[config.mk]
export PLATFORM = sky130hd
export DESIGN_NAME = rpsc_fault_reset_ctrl
export DESIGN_NICKNAME = d
export VERILOG_FILES = /design/src/rtl/rpsc_fault_reset_ctrl.sv
export SDC_FILE = /design/constraint.sdc
export NUM_CORES = 1
export LEC_CHECK = 0
export CORE_MARGIN = 5
export CORE_UTILIZATION = 50
export CTS_CLUSTER_SIZE = 12
export DETAILED_ROUTE_END_ITERATION = 10
export DONT_BUFFER_PORTS = 1
export HOLD_SLACK_MARGIN = 0.03
export PLACE_DENSITY = 0.64
export SETUP_SLACK_MARGIN = 0.15
export SLEW_MARGIN = 20
export SYNTH_ARGS = -nofsm -noshare
export SYNTH_HDL_FRONTEND = slang
export SYNTH_SLANG_ARGS = --single-unit
[constraint.sdc]
create_clock -name clk -period 1.45 [get_ports clk]
set_input_delay 0.2175 -clock clk [delete_from_list [all_inputs] [get_ports clk]]
set_output_delay 0.2175 -clock clk [all_outputs]
set_load 0.02 [all_outputs]
[src/rtl/rpsc_fault_reset_ctrl.sv]
// Card 9 fault-latch reset controller: synchronizes fault and push-button inputs,
// records the first fault and sequences a guarded reset pulse to the card 9 latches.
module rpsc_fault_reset_ctrl #(
    parameter int unsigned DEBOUNCE_CYCLES = 1000,
    parameter int unsigned PULSE_CYCLES    = 16,
    parameter int unsigned SETTLE_CYCLES   = 4
) (
    input  logic       clk,
    input  logic       reset,
    input  logic [7:0] fault_la,
    input  logic [7:0] fault_raw,
    input  logic       reset_btn,
    output logic       card9_reset,
    output logic       trip,
    output logic [7:0] first_fault,
    output logic       first_fault_valid,
    output logic       reset_busy,
    output logic       reset_denied
);

    localparam int unsigned DB_W    = (DEBOUNCE_CYCLES > 1) ? $clog2(DEBOUNCE_CYCLES) : 1;
    localparam int unsigned CNT_MAX = (PULSE_CYCLES > SETTLE_CYCLES) ? PULSE_CYCLES : SETTLE_CYCLES;
    localparam int unsigned CNT_W   = (CNT_MAX > 1) ? $clog2(CNT_MAX) : 1;

    typedef enum logic [2:0] {
        IDLE,
        CHECK,
        PULSE,
        SETTLE,
        VERIFY
    } state_t;

    logic [7:0]      fault_la_m, fault_la_s;
    logic [7:0]      fault_raw_m, fault_raw_s;
    logic            btn_m, btn_s;
    logic            btn_db, btn_db_d;
    logic [DB_W-1:0] db_cnt;
    logic            btn_req;
    logic [7:0]      lowest_fault;
    state_t          state;
    logic [CNT_W-1:0] cnt;

    // NOTE: every register uses <= so all flops sample the same pre-edge values.
    always_ff @(posedge clk) begin
        if (reset) begin
            fault_la_m  <= '0;
            fault_la_s  <= '0;
            fault_raw_m <= '0;
            fault_raw_s <= '0;
            btn_m       <= 1'b0;
            btn_s       <= 1'b0;
        end else begin
            fault_la_m  <= fault_la;
            fault_la_s  <= fault_la_m;
            fault_raw_m <= fault_raw;
            fault_raw_s <= fault_raw_m;
            btn_m       <= reset_btn;
            btn_s       <= btn_m;
        end
    end

    // Button level is accepted only after DEBOUNCE_CYCLES consecutive disagreeing samples.
    always_ff @(posedge clk) begin
        if (reset) begin
            btn_db   <= 1'b0;
            btn_db_d <= 1'b0;
            db_cnt   <= '0;
        end else begin
            btn_db_d <= btn_db;
            if (btn_s == btn_db) begin
                db_cnt <= '0;
            end else if (db_cnt == DB_W'(DEBOUNCE_CYCLES - 1)) begin
                btn_db <= btn_s;
                db_cnt <= '0;
            end else begin
                db_cnt <= db_cnt + DB_W'(1);
            end
        end
    end

    assign btn_req      = btn_db & ~btn_db_d;
    assign lowest_fault = fault_la_s & (~fault_la_s + 8'd1);

    always_ff @(posedge clk) begin
        if (reset) begin
            trip <= 1'b0;
        end else begin
            trip <= |fault_la_s;
        end
    end

    // Reset parks the FSM in PULSE so release runs a full power-up sequence.
    always_ff @(posedge clk) begin
        if (reset) begin
            state             <= PULSE;
            cnt               <= '0;
            card9_reset       <= 1'b1;
            reset_busy        <= 1'b1;
            reset_denied      <= 1'b0;
            first_fault       <= '0;
            first_fault_valid <= 1'b0;
        end else begin
            reset_denied <= 1'b0;

            if (!first_fault_valid && (|fault_la_s) && (state != PULSE) && (state != SETTLE)) begin
                first_fault       <= lowest_fault;
                first_fault_valid <= 1'b1;
            end

            case (state)
                IDLE: begin
                    if (btn_req) begin
                        state <= CHECK;
                    end
                end
                CHECK: begin
                    if (|fault_raw_s) begin
                        reset_denied <= 1'b1;
                        state        <= IDLE;
                    end else begin
                        state       <= PULSE;
                        cnt         <= '0;
                        card9_reset <= 1'b1;
                        reset_busy  <= 1'b1;
                    end
                end
                PULSE: begin
                    if (cnt == CNT_W'(PULSE_CYCLES - 1)) begin
                        state       <= SETTLE;
                        cnt         <= '0;
                        card9_reset <= 1'b0;
                    end else begin
                        cnt <= cnt + CNT_W'(1);
                    end
                end
                SETTLE: begin
                    if (cnt == CNT_W'(SETTLE_CYCLES - 1)) begin
                        state      <= VERIFY;
                        cnt        <= '0;
                        reset_busy <= 1'b0;
                    end else begin
                        cnt <= cnt + CNT_W'(1);
                    end
                end
                VERIFY: begin
                    state <= IDLE;
                    if (fault_la_s == 8'h00) begin
                        first_fault       <= '0;
                        first_fault_valid <= 1'b0;
                    end else begin
                        reset_denied <= 1'b1;
                    end
                end
                default: begin
                    state       <= IDLE;
                    cnt         <= '0;
                    card9_reset <= 1'b0;
                    reset_busy  <= 1'b0;
                end
            endcase
        end
    end

endmodule

==> impl_metrics.env <==
export IMPL_slew_headroom_pct=81.43
export IMPL_drv_slew=0
export IMPL_cts_sink_count=66
export IMPL_initial_core_util_pct=52.34
export IMPL_pwr_share_comb_pct=5.6
export IMPL_gp_congestion=0.8166
export IMPL_rsz0062_at_grt="yes"
export IMPL_post_synth_and_or_nand_nor_area_fraction_pct=26.73
export IMPL_min_period_ps=1624
export IMPL_synth_largest_area_cell="dfxtp_1"
export IMPL_clk_path_buf_depth=2
export IMPL_dp_final_hpwl_mm=2.784
export IMPL_finalSetupViolations=10
export IMPL_core_area_mm2=0.004444
export IMPL_die_area_mm2=0.006116
export IMPL_first_global_vias=1658
export IMPL_violations="setup timing"
export IMPL_numPortBuffers=0
export IMPL_muxShareOfSynthArea_pct=1.291
export IMPL_clkPwrFrac_pct=44.1
export IMPL_overflow=0
export IMPL_crit_path_max_fanout=9
export IMPL_crit_required_ps=1670
export IMPL_diodes=0
export IMPL_synth_xor_area_share_pct=3.389
export IMPL_critPathCaptureType="register"
export IMPL_routed_via_density=5.187
export IMPL_arrival_ps=1840
export IMPL_ys_seq_area_share_pct=56.80
export IMPL_yosys_warnings=0
export IMPL_drive_gt1_share_pct=25.96
export IMPL_startpoint_type="register"
export IMPL_root_buffer="clkbuf_8"
export IMPL_synth_area_top_cells="dfxtp_1, nor2b_1, nor2_1"
export IMPL_maxCapViolCount=0
export IMPL_tightest_slew_ps=274.7
export IMPL_internal_power_uw=3015
export IMPL_grt_pass1_wl_mm=7.403
export IMPL_reg2reg_depth=5
export IMPL_area_growth_syn_to_layout_pct=34.21
export IMPL_worstSkewPairLatency_ps=330
export IMPL_vdd_ir_drop_max_mv=0.7781
export IMPL_antenna_left=0
export IMPL_power_density_mw_per_mm2=1205
export IMPL_fin_skew_ps=6.339
export IMPL_synth_top_family_by_area="simple AND/OR/NAND/NOR gates"
export IMPL_dp_slack_ps=-203.6
export IMPL_syn_nets=251
export IMPL_synth_ff_type="dfxtp_1"
export IMPL_grt_max_degree=45
export IMPL_worstReg2RegEnd="first_fault[0]$_SDFF_PP0_"
export IMPL_nNetsFinal=302
export IMPL_fin_setup_tns_ps=-1526
export IMPL_p_switching_uw=747.5
export IMPL_r2r_start="fault_la_s[5]$_SDFF_PP0_"
export IMPL_path_clk_slew_ps=70
export IMPL_clock_tree_htree_level_count=3
export IMPL_finalHoldViolCount=0
export IMPL_synth_top_area_share_pct=56.80
export IMPL_rows=24
export IMPL_synth_compound_area_share_pct=8.069
export IMPL_min_delay_start="reset"
export IMPL_pwr_share_seq_pct=50.4
export IMPL_synthAdderAreaFrac_pct=1.076
export IMPL_async_flop_share_pct=0
export IMPL_num_vias=1748
export IMPL_worst_setup_path_type="reg -> reg"
export IMPL_synth_edf_count=0
export IMPL_drc=0
export IMPL_drt_total_wl_mm=4.487
export IMPL_hold_end="db_cnt[0]$_SDFF_PP0_"
export IMPL_post_synth_top_count_cell="dfxtp_1"
export IMPL_drt_iter0_drc=103
export IMPL_grt_total_usage_pct=15.61
export IMPL_cts_buffers=9
export IMPL_synth_cell_types=43
export IMPL_timing_final_ws_setup_ps=-173.9
export IMPL_dr_pass1_iters=4
export IMPL_power_leakage_uw=0.001223
export IMPL_min_delay_path_depth=3
export IMPL_swShare_pct=19.87
export IMPL_antenna_found_initial=0
export IMPL_die_h_um=78.21
export IMPL_syn_avg_cell_area_um2=10.11
export IMPL_hold_path_class="in -> reg"
export IMPL_syn_inst=230
export IMPL_wl_per_cell_um=13.31
export IMPL_die_w_um=78.21
export IMPL_rrSetupSlack_ps=-170
export IMPL_fin_crit_sh_pct=112.0
export IMPL_status="finished, violations left"
export IMPL_yosys_top_cells_count="dfxtp_1, nor2b_1, nor2_1"
export IMPL_cts_tree="built"
export IMPL_syn_area_mm2=0.002326
export IMPL_ios=32
export IMPL_fmax_ghz=0.6158
export IMPL_ys_ff_latch=66
critical path, cell delays in order (launching register included):
cell      delay [ps]
dfxtp_2          320
or4_4            550
o311ai_4         230
buf_6            170
mux2i_1          190
nor2_1            60
per-layer routing:
metal | global-route usage (%) | part of all wire [%] | up-vias
met1 | 17.61 | 44 | 824
met4 | 7.867 | 1.7 | 0
met5 | 0 | 0 | -
met2 | 25.51 | 48 | 39
li1 | - | - | 877
met3 | 6.407 | 6.1 | 8
cell usage in the layout, fill, tap and decap left out, types with 2 or more instances in the layout:
master | netlist | layout
xor2_1 | 4 | 4
nor3b_1 | 3 | 3
buf_6 | 2 | 4
dfxtp_1 | 66 | 61
inv_1 | 4 | 4
buf_4 | 0 | 24
xnor2_1 | 5 | 5
nor2b_1 | 36 | 35
nand2b_1 | 3 | 2
nand3_1 | 3 | 3
o31ai_1 | 2 | 2
nor2_1 | 25 | 22
or4_4 | 2 | 2
dlygate4sd3_1 | 0 | 18
nor3_1 | 6 | 4
dfxtp_2 | 0 | 5
mux2i_1 | 3 | 3
nand4_1 | 2 | 2
o21ai_0 | 6 | 5
a21oi_1 | 12 | 11
nor2_4 | 0 | 2
ha_4 | 0 | 2
and3_1 | 2 | 2
nand2_1 | 13 | 13
clkbuf_8 | 0 | 14
kinds of logic after synthesis:
logic type               Yosys count
AO/OA/AOI/OAI                     28
XOR/XNOR                           9
adder cells (fa/ha/maj)            2
buffers and inverters             12
flip-flops                        66
multiplexers                       3
AND/OR/NAND/NOR                  110
power groups by stage:
| stage | clock [uW] | combinational (uW) | sequential [uW] |
|---|---|---|---|
| after detailed placement | 0 | 125 | 1940 |
| after global placement | 0 | 120 | 1930 |
| after CTS | 1690 | 200 | 1890 |
| after global routing | 1790 | 232 | 1900 |
| final | 1660 | 210 | 1890 |
| after floorplan | 0 | 103 | 1930 |
flip-flops by register name (all words and copies together) (netlist names), 3 cells and up:
signal       count
fault_la_s       8
fault_la_m       8
fault_raw_m      8
fault_raw_s      8
cnt              4
db_cnt          10
state            3
first_fault      8
through the flow:
step                total power [uW]  instances  util [%]  hold slack (ps)  instance area, um2
floorplan                       2035        230         -            345.7                2352
global placement                2054        293     56.56            287.9                2514
detailed placement              2062        293     56.56            290.0                2514
CTS                             3789        332     67.99            31.03                3022
global route                    3917        337     70.24            137.4                3122
finish                          3763        337     70.24            148.8                3122
final cells by class:
cell class                 instances  area [um2]
timing repair buffer              47       425.4
sequential                        66        1328
clock buffer                      14       192.7
inverter                           4       15.01
tap                               52       65.06
fill                             313        1323
clock inverter                     1       30.03
multi-input combinational        153        1066
worst max path at each step:
stage / startpoint / endpoint / slack (ps) / depth (start not counted)
after floorplan: fault_la_s[5]$_SDFF_PP0_ / first_fault[0]$_SDFF_PP0_ / -110 / 5
after global placement: fault_la_s[5]$_SDFF_PP0_ / first_fault[5]$_SDFF_PP0_ / -140 / 5
after detailed placement: fault_la_s[5]$_SDFF_PP0_ / first_fault[0]$_SDFF_PP0_ / -200 / 5
after CTS: fault_la_s[5]$_SDFF_PP0_ / first_fault[0]$_SDFF_PP0_ / -180 / 5
after global routing: fault_la_s[5]$_SDFF_PP0_ / first_fault[5]$_SDFF_PP0_ / -240 / 5
final: fault_la_s[5]$_SDFF_PP0_ / first_fault[0]$_SDFF_PP0_ / -170 / 5
repair_timing:
item,4_1_cts,5_1_grt
resized for setup,15,14
setup buffers,5,4
hold buffers,18,1
setup endpoints to repair,27,30
pin swaps,10,8
hold endpoints to repair,46,1
gates cloned,1,0
Note: power is estimated with default switching activity, not from simulation.
